===== config.mk =====
export PLATFORM = sky130hd
export DESIGN_NAME = fb_port_arbiter_flat
export DESIGN_NICKNAME = d
export VERILOG_FILES = /design/src/rtl/fb_port_arbiter_pkg.sv /design/src/rtl/fb_port_arbiter_if.sv /design/src/rtl/fb_port_arbiter_rr_arb2.sv /design/src/rtl/fb_port_arbiter.sv /design/src/flat_wrapper.sv
export SDC_FILE = /design/constraint.sdc
export NUM_CORES = 1
export LEC_CHECK = 0
export CAP_MARGIN = 20
export CORE_MARGIN = 3
export CORE_UTILIZATION = 32
export DETAILED_ROUTE_END_ITERATION = 7
export PLACE_DENSITY_LB_ADDON = 0.08
export SYNTH_ARGS = -nofsm -noshare
export SYNTH_HDL_FRONTEND = slang
export SYNTH_HIERARCHICAL = 1
export SYNTH_SLANG_ARGS = --single-unit

===== constraint.sdc =====
create_clock -name px_clk -period 4.3 [get_ports px_clk]
set_clock_uncertainty 0.2 [all_clocks]
set_input_delay 0.86 -clock px_clk [delete_from_list [all_inputs] [get_ports px_clk]]
set_output_delay 0.86 -clock px_clk [all_outputs]
set_load 0.05 [all_outputs]

===== src/rtl/fb_port_arbiter_pkg.sv =====
// rtl/fb_port_arbiter_pkg.sv - source tags and pipeline depth shared by the frame-buffer arbiter
package fb_arb_pkg;

    typedef logic [1:0] src_t;

    localparam src_t SRC_NONE = 2'd0;
    localparam src_t SRC_DISP = 2'd1;
    localparam src_t SRC_WR   = 2'd2;
    localparam src_t SRC_RD   = 2'd3;

    // Cycles from a display fetch request to px_data update.
    localparam int FETCH_LAT = 3;

endpackage


===== src/rtl/fb_port_arbiter_if.sv =====
// rtl/fb_port_arbiter_if.sv - requester and RAM signals of the frame-buffer arbiter
interface fb_port_arbiter_if #(
    parameter int ADDR_W = 17,
    parameter int DATA_W = 12
);

    logic              fetch_en;
    logic [ADDR_W-1:0] fetch_addr;
    logic [DATA_W-1:0] px_data;

    logic              wr_valid;
    logic [ADDR_W-1:0] wr_addr;
    logic [DATA_W-1:0] wr_data;
    logic              wr_ready;

    logic              rd_valid;
    logic [ADDR_W-1:0] rd_addr;
    logic              rd_ready;
    logic              rd_rvalid;
    logic [DATA_W-1:0] rd_rdata;

    logic              mem_en;
    logic              mem_we;
    logic [ADDR_W-1:0] mem_addr;
    logic [DATA_W-1:0] mem_wdata;
    logic [DATA_W-1:0] mem_rdata;

    modport master (
        input  fetch_en, fetch_addr,
        input  wr_valid, wr_addr, wr_data,
        input  rd_valid, rd_addr,
        input  mem_rdata,
        output px_data, wr_ready, rd_ready, rd_rvalid, rd_rdata,
        output mem_en, mem_we, mem_addr, mem_wdata
    );

    modport slave (
        output fetch_en, fetch_addr,
        output wr_valid, wr_addr, wr_data,
        output rd_valid, rd_addr,
        output mem_rdata,
        input  px_data, wr_ready, rd_ready, rd_rvalid, rd_rdata,
        input  mem_en, mem_we, mem_addr, mem_wdata
    );

endinterface


===== src/rtl/fb_port_arbiter_rr_arb2.sv =====
// rtl/fb_port_arbiter_rr_arb2.sv - two-requester round-robin arbiter with one-hot grants
module rr_arb2 (
    input  logic px_clk,
    input  logic rst,
    input  logic en,
    input  logic req_a,
    input  logic req_b,
    output logic gnt_a,
    output logic gnt_b
);

    // Set when requester b won the most recent grant; reset so a wins the first tie.
    logic last_b;

    always_comb begin
        gnt_a = 1'b0;
        gnt_b = 1'b0;
        if (en) begin
            if (req_a && (!req_b || last_b))
                gnt_a = 1'b1;
            else if (req_b)
                gnt_b = 1'b1;
        end
    end

    always_ff @(posedge px_clk or posedge rst) begin
        if (rst)
            last_b <= 1'b1;
        else if (gnt_a)
            last_b <= 1'b0;
        else if (gnt_b)
            last_b <= 1'b1;
    end

endmodule


===== src/rtl/fb_port_arbiter.sv =====
// rtl/fb_port_arbiter.sv - frame-buffer RAM port arbiter: display fetch first, writer/reader round-robin
module fb_port_arbiter
    import fb_arb_pkg::*;
#(
    parameter int ADDR_W = 17,
    parameter int DATA_W = 12
) (
    input  logic              px_clk,
    input  logic              rst,
    fb_port_arbiter_if.master bus
);

    logic wr_gnt;
    logic rd_gnt;
    src_t grant;

    logic              mem_en_q;
    logic              mem_we_q;
    logic [ADDR_W-1:0] mem_addr_q;
    logic [DATA_W-1:0] mem_wdata_q;
    logic [DATA_W-1:0] px_data_q;
    logic              rd_rvalid_q;
    logic [DATA_W-1:0] rd_rdata_q;

    // Tag travels with the command so returning RAM data can be routed.
    logic [FETCH_LAT-2:0][1:0] tag_q;
    src_t tag_out;

    rr_arb2 u_rr_arb2 (
        .px_clk (px_clk),
        .rst    (rst),
        .en     (!bus.fetch_en),
        .req_a  (bus.wr_valid),
        .req_b  (bus.rd_valid),
        .gnt_a  (wr_gnt),
        .gnt_b  (rd_gnt)
    );

    always_comb begin
        grant = SRC_NONE;
        if (bus.fetch_en)
            grant = SRC_DISP;
        else if (wr_gnt)
            grant = SRC_WR;
        else if (rd_gnt)
            grant = SRC_RD;
    end

    assign tag_out = tag_q[FETCH_LAT-2];

    always_ff @(posedge px_clk or posedge rst) begin
        if (rst) begin
            mem_en_q    <= 1'b0;
            mem_we_q    <= 1'b0;
            mem_addr_q  <= '0;
            mem_wdata_q <= '0;
            px_data_q   <= '0;
            rd_rvalid_q <= 1'b0;
            rd_rdata_q  <= '0;
            tag_q       <= '0;
        end else begin
            tag_q <= {tag_q, grant};

            case (grant)
                SRC_DISP: begin
                    mem_en_q   <= 1'b1;
                    mem_we_q   <= 1'b0;
                    mem_addr_q <= bus.fetch_addr;
                end
                SRC_WR: begin
                    mem_en_q    <= 1'b1;
                    mem_we_q    <= 1'b1;
                    mem_addr_q  <= bus.wr_addr;
                    mem_wdata_q <= bus.wr_data;
                end
                SRC_RD: begin
                    mem_en_q   <= 1'b1;
                    mem_we_q   <= 1'b0;
                    mem_addr_q <= bus.rd_addr;
                end
                default: begin
                    mem_en_q <= 1'b0;
                    mem_we_q <= 1'b0;
                end
            endcase

            if (tag_out == SRC_DISP)
                px_data_q <= bus.mem_rdata;

            rd_rvalid_q <= (tag_out == SRC_RD);
            if (tag_out == SRC_RD)
                rd_rdata_q <= bus.mem_rdata;
        end
    end

    assign bus.wr_ready  = wr_gnt;
    assign bus.rd_ready  = rd_gnt;
    assign bus.mem_en    = mem_en_q;
    assign bus.mem_we    = mem_we_q;
    assign bus.mem_addr  = mem_addr_q;
    assign bus.mem_wdata = mem_wdata_q;
    assign bus.px_data   = px_data_q;
    assign bus.rd_rvalid = rd_rvalid_q;
    assign bus.rd_rdata  = rd_rdata_q;

endmodule


===== src/flat_wrapper.sv =====
// flat-port wrapper written by rule: the top's interface ports become plain ports
module fb_port_arbiter_flat import fb_arb_pkg::*;
#(
    parameter int ADDR_W = 17,
    parameter int DATA_W = 12
)
  (px_clk, rst, bus_fetch_en, bus_fetch_addr, bus_wr_valid, bus_wr_addr, bus_wr_data, bus_rd_valid, bus_rd_addr, bus_mem_rdata, bus_px_data, bus_wr_ready, bus_rd_ready, bus_rd_rvalid, bus_rd_rdata, bus_mem_en, bus_mem_we, bus_mem_addr, bus_mem_wdata);
  fb_port_arbiter_if #(.ADDR_W(ADDR_W), .DATA_W(DATA_W)) bus_i ();
  input  logic px_clk;
  input  logic rst;
  input wire logic [$bits(bus_i.fetch_en)-1:0] bus_fetch_en;
  input wire logic [$bits(bus_i.fetch_addr)-1:0] bus_fetch_addr;
  input wire logic [$bits(bus_i.wr_valid)-1:0] bus_wr_valid;
  input wire logic [$bits(bus_i.wr_addr)-1:0] bus_wr_addr;
  input wire logic [$bits(bus_i.wr_data)-1:0] bus_wr_data;
  input wire logic [$bits(bus_i.rd_valid)-1:0] bus_rd_valid;
  input wire logic [$bits(bus_i.rd_addr)-1:0] bus_rd_addr;
  input wire logic [$bits(bus_i.mem_rdata)-1:0] bus_mem_rdata;
  output wire logic [$bits(bus_i.px_data)-1:0] bus_px_data;
  output wire logic [$bits(bus_i.wr_ready)-1:0] bus_wr_ready;
  output wire logic [$bits(bus_i.rd_ready)-1:0] bus_rd_ready;
  output wire logic [$bits(bus_i.rd_rvalid)-1:0] bus_rd_rvalid;
  output wire logic [$bits(bus_i.rd_rdata)-1:0] bus_rd_rdata;
  output wire logic [$bits(bus_i.mem_en)-1:0] bus_mem_en;
  output wire logic [$bits(bus_i.mem_we)-1:0] bus_mem_we;
  output wire logic [$bits(bus_i.mem_addr)-1:0] bus_mem_addr;
  output wire logic [$bits(bus_i.mem_wdata)-1:0] bus_mem_wdata;
  assign bus_i.fetch_en = bus_fetch_en;
  assign bus_i.fetch_addr = bus_fetch_addr;
  assign bus_i.wr_valid = bus_wr_valid;
  assign bus_i.wr_addr = bus_wr_addr;
  assign bus_i.wr_data = bus_wr_data;
  assign bus_i.rd_valid = bus_rd_valid;
  assign bus_i.rd_addr = bus_rd_addr;
  assign bus_i.mem_rdata = bus_mem_rdata;
  assign bus_px_data = bus_i.px_data;
  assign bus_wr_ready = bus_i.wr_ready;
  assign bus_rd_ready = bus_i.rd_ready;
  assign bus_rd_rvalid = bus_i.rd_rvalid;
  assign bus_rd_rdata = bus_i.rd_rdata;
  assign bus_mem_en = bus_i.mem_en;
  assign bus_mem_we = bus_i.mem_we;
  assign bus_mem_addr = bus_i.mem_addr;
  assign bus_mem_wdata = bus_i.mem_wdata;
  fb_port_arbiter #(.ADDR_W(ADDR_W), .DATA_W(DATA_W)) u_core (.px_clk(px_clk), .rst(rst), .bus(bus_i));
endmodule

# == Word level (Yosys, flattened, before mapping) ==
# Index checks and enable logic that the tools add are counted.
# word_totals
ramBits,0
word_cells,34
latchBits,0
in_bits,80
mem_count,0
rom_bits,0
out_inout_bits,58
register_bits,61
# op_classes
shifts,0
n_reduce_logical,6
addsub,0
n_lt_le_gt_ge,0
n_mul,0
eq_ne,5
n_mux,13
bitwise,0
div,0
# op_table
operator,n
$pmux W17 S3,1
$mux W1,9
$eq A2 B2 Y1 const B,3
$mux W2,3
$eq A2 B1 Y1 const B,2
$reduce_bool A3 Y1,1
$reduce_or A3 Y1,1
$reduce_bool A2 Y1,1
$logic_and A1 B1 Y1,1
$logic_not A1 Y1,1
$logic_or A1 B1 Y1,1

# == Depth between registers and ports, before layout ==
# depth
ltp_word,11
depth_mapped,9
ltp_nobuf,6

# == Cells and area by module ==
# Netlist, hierarchy kept.
# modules_own_cells
module,seq_area_each_um2,area_per_inst_um2,instances,cells_each
fb_port_arbiter,1501.4,2401.1,1,171
rr_arb2,26.3,66.3,1,9

# == Worst setup path after synthesis ==
# OpenSTA, ideal clock, no wires.
# synth_timing
kind,input port to flip-flop
from,in bus_fetch_en
to,"reg u_core.mem_addr_q[0], in the netlist u_core/bus.mem_addr[0]"
t_arrival_ps,3271
required_time_ps,3961
path_stages,8
n_path_buf,2
path_slack_ps,689
setup_ps,139
path_cell_list,inv_2 clkbuf_1 nand2_1 a21oi_1 clkinv_1 buf_2 o22ai_1 a21oi_1
# synth_between
elab_cells_between_ends,10
classes_between,3 x eq/ne; 6 x mux; 1 x reduce/logical
# synth_lines
item,line,rtl
from (decl),flat_wrapper.sv:11,input wire logic [$bits(bus_i.fetch_en)-1:0] bus_fetch_en;
$mux W1 (*),fb_port_arbiter_rr_arb2.sv:18,if (en) begin
named net bus_wr_ready,flat_wrapper.sv:20,output wire logic [$bits(bus_i.wr_ready)-1:0] bus_wr_ready;
$mux W2 (*),fb_port_arbiter.sv:43,else if (wr_gnt)
$mux W2 (*),fb_port_arbiter.sv:41,if (bus.fetch_en)
$eq A2 B2 Y1 / $eq A2 B1 Y1 (equally long branches),fb_port_arbiter.sv:64,case (grant)
$pmux W17 S3 / $reduce_bool A3 Y1 (equally long branches),--,
to (signal assigned),fb_port_arbiter.sv:68,mem_addr_q <= bus.fetch_addr;
to (signal assigned),fb_port_arbiter.sv:73,mem_addr_q <= bus.wr_addr;
to (signal assigned),fb_port_arbiter.sv:79,mem_addr_q <= bus.rd_addr;
to (decl),fb_port_arbiter.sv:19,logic [ADDR_W-1:0] mem_addr_q;
# Mark *: on every way through the listed nets, which the timed path passes. The rest lies on a longest branch.
# A chain may end at the register's enable or synchronous reset.

# == Worst setup path after layout ==
# layout_timing
from,in bus_fetch_en
to,out bus_rd_ready
# layout_between
elab_chain_len,1
# layout_rtl
item,line,rtl
$mux W1,fb_port_arbiter_rr_arb2.sv:18,
to (decl),flat_wrapper.sv:21,output wire logic [$bits(bus_i.rd_ready)-1:0] bus_rd_ready;
# Every way passes these cells.

==> results.json <==
{
  "power.density_nw_per_um2": 502,
  "ff2ff_setup_slack_ns": 1.82,
  "fin_ws_ns": 0.807,
  "cp.required_ns": 3.24,
  "power.leakage_nw": 1.69,
  "grt_overflow": 0,
  "fin_crit_sh": 0.812,
  "ys.flop_type": "dfrtp_1",
  "hp-class": "reg2reg",
  "timing.hold.ws_ns": 0.151,
  "clkPwrFrac": 0.256,
  "root_buffer": "clkbuf_8",
  "grt_pass1_wl_um": 10500,
  "fin_nets": 401,
  "synth_most_common_cell": "dfrtp_1",
  "clk_latency_ns": 0.32,
  "ff2ff_path_depth": 5,
  "synth_edf_count": 0,
  "synth_common_cells": "dfrtp_1, mux2_2, o22ai_1",
  "critPathLaunch": "bus_fetch_en",
  "tritoncts": "done",
  "grt_pass1_vias": 2108,
  "ios": 138,
  "slew_violations": 0,
  "ant_nets": 0,
  "fp.dieH_um": 93.8,
  "setup-tns-final_ns": 0,
  "fin_area_um2": 4140,
  "cts_resized": 0,
  "p_comb_frac": 0.393,
  "yosys-top-cells-area": "dfrtp_1, mux2_2, o22ai_1, o22ai_2, a21oi_1",
  "die_area_um2": 8800,
  "end_kind": "primary output",
  "ys_async_sr_fraction": 1.00,
  "setup_viol": 0,
  "arrival_ns": 2.43,
  "wl_per_cell_um": 15.4,
  "internal_power_mw": 1.32,
  "rr_endpoint": "u_core/bus.mem_addr[16]$_DFFE_PP0P_",
  "rsz0062_at_grt": "false",
  "netlist_area_um2": 2470,
  "final_util": 0.562,
  "switchingPower_mw": 0.765,
  "gp_congestion": 0.791,
  "drt_wl_total_um": 6540,
  "rr_startpoint": "u_core/u_rr_arb2/last_b$_DFFE_PP1P_",
  "avgSynthCellArea_um2": 13.7,
  "drt_first_pass_iters": 4,
  "yosysWarnings": 6,
  "antenna_found_initial": 0,
  "antenna_cells": 0,
  "remaining_drc_errors": 0,
  "pre_cts_slack_ns": 0.814,
  "syn2layout_area_growth_pct": 67.9,
  "holdPathStages": 0,
  "synth.ff_latch_count": 61,
  "crit_path_start_kind": "input pin",
  "postCtsSetupRepairBufs": 0,
  "peakVddDrop_mv": 0.245,
  "drv_cap": 0,
  "switching_share": 0.368,
  "grt_max_degree": 47,
  "hold_viol": 0,
  "synth_top_area_share": 0.609,
  "max_freq_mhz": 286,
  "rows": 31,
  "viasPerCell": 4.68,
  "crit_fanout": 38,
  "path_clk_slew_ns": 0.07,
  "cts_buffer_depth": 2,
  "initial_core_util": 0.335,
  "seq_power_share": 0.351,
  "worst_pin_slew_ns": 0.759,
  "clkSinkCount": 61,
  "grt.total_usage": 0.155,
  "h-tree-depth": 3,
  "io_buffers": 137,
  "status": "complete, no violations",
  "fp.dieW_um": 93.8,
  "hp-start": "u_core/tag_q[1]$_DFF_PP0_",
  "synthCells": 180,
  "dp_cells": 408,
  "synth_seq_area_share": 0.619,
  "hold_buffers": 0,
  "drive_gt1_frac": 0.215,
  "worst-setup-path-type": "in2out",
  "total_power_mw": 2.08,
  "dpl.hpwl_um": 4770,
  "yosysUniqueCellTypes": 22,
  "min_to": "u_core/tag_out[1]$_DFF_PP0_",
  "vias": 1991,
  "slew-limit-headroom": 0.494,
  "yosys.area.top_type": "dfrtp_1",
  "final.min_clock_period_ns": 3.49,
  "fin_cells": 425,
  "syn_nets": 260,
  "core_area_um2": 7370,
  "place_area_um2": 3910,
  "drt_iter0_markers": 56,
  "cts_made_buffers": 9
}
cells in the final DEF (no fill, tap or decap), drive strengths merged:
cell type,count
inv,6
buf,6
a21oi,20
clkbuf,13
nand2,5
dfrtp,60
bufinv,1
and3,1
mux2,36
clkinv,2
clkdlybuf4s50,135
or3,1
clkinvlp,1
nand2b,2
nor2,2
o22ai,34
dfstp,1
layer usage:
metal | global-route usage | vias to the layer above | share of wire | wire [um]
met2 | 0.253 | 89 | 0.50 | 3270
met4 | 0.0614 | 0 | 0.013 | 83
li1 | - | 945 | - | -
met1 | 0.186 | 945 | 0.40 | 2600
met5 | 0 | - | 0 | 0
met3 | 0.0545 | 12 | 0.090 | 587
power by group through the flow:
| stage | clock [mW] | combinational [mW] | sequential, mW |
|---|---|---|---|
| after detailed placement | 0 | 0.825 | 0.741 |
| after global routing | 0.577 | 0.857 | 0.744 |
| after CTS | 0.551 | 0.826 | 0.731 |
| final | 0.533 | 0.819 | 0.730 |
| after floorplan | 0 | 0.156 | 1.09 |
| after global placement | 0 | 0.821 | 0.737 |
worst max path at each step:
stage | end | depth (start not counted)
global placement | bus_rd_ready | 6
finish | bus_rd_ready | 6
floorplan | u_core/bus.mem_addr[0]$_DFFE_PP0P_ | 8
detailed placement | bus_rd_ready | 6
CTS | bus_rd_ready | 6
global route | bus_rd_ready | 6
worst max-delay path, cell delays in order:
cell and delay [ns]:
clkdlybuf4s50_1 0.45, inv_2 0.07, buf_4 0.37, nand2_1 0.16
a21oi_1 0.26, buf_4 0.26
area by class of cell:
cell class / instances / area (um^2)
Clock inverter: 3 / 42.5
Fill cell: 664 / 3230
Timing Repair Buffer: 141 / 1420
Clock buffer: 13 / 169
Multi-Input combinational cell: 101 / 832
Inverter: 7 / 26.3
Sequential cell: 61 / 1530
Tap cell: 99 / 124
sequential cells by signal, summed over array words and instances, names as in the netlist:
signal / cells
u_core/bus.mem_addr: 17
u_core/bus.mem_en: 1
u_core/bus.mem_wdata: 12
u_core/bus.mem_we: 1
u_core/bus.px_data: 12
u_core/bus.rd_rdata: 12
u_core/bus.rd_rvalid: 1
u_core/tag_out: 2
u_core/tag_q: 2
u_core/u_rr_arb2/last_b: 1
cell families (layout without fill, tap and decap cells):
kind of cell,count (synthesis),after routing,share of synthesized area
DFF,61,61,0.619
AOI/OAI and AO/OA,54,54,0.151
muxes,36,36,0.164
buffers and inverters,18,164,0.0436
and+or+nand+nor,11,11,0.0218
No activity file was read; power rests on OpenSTA's default activity.
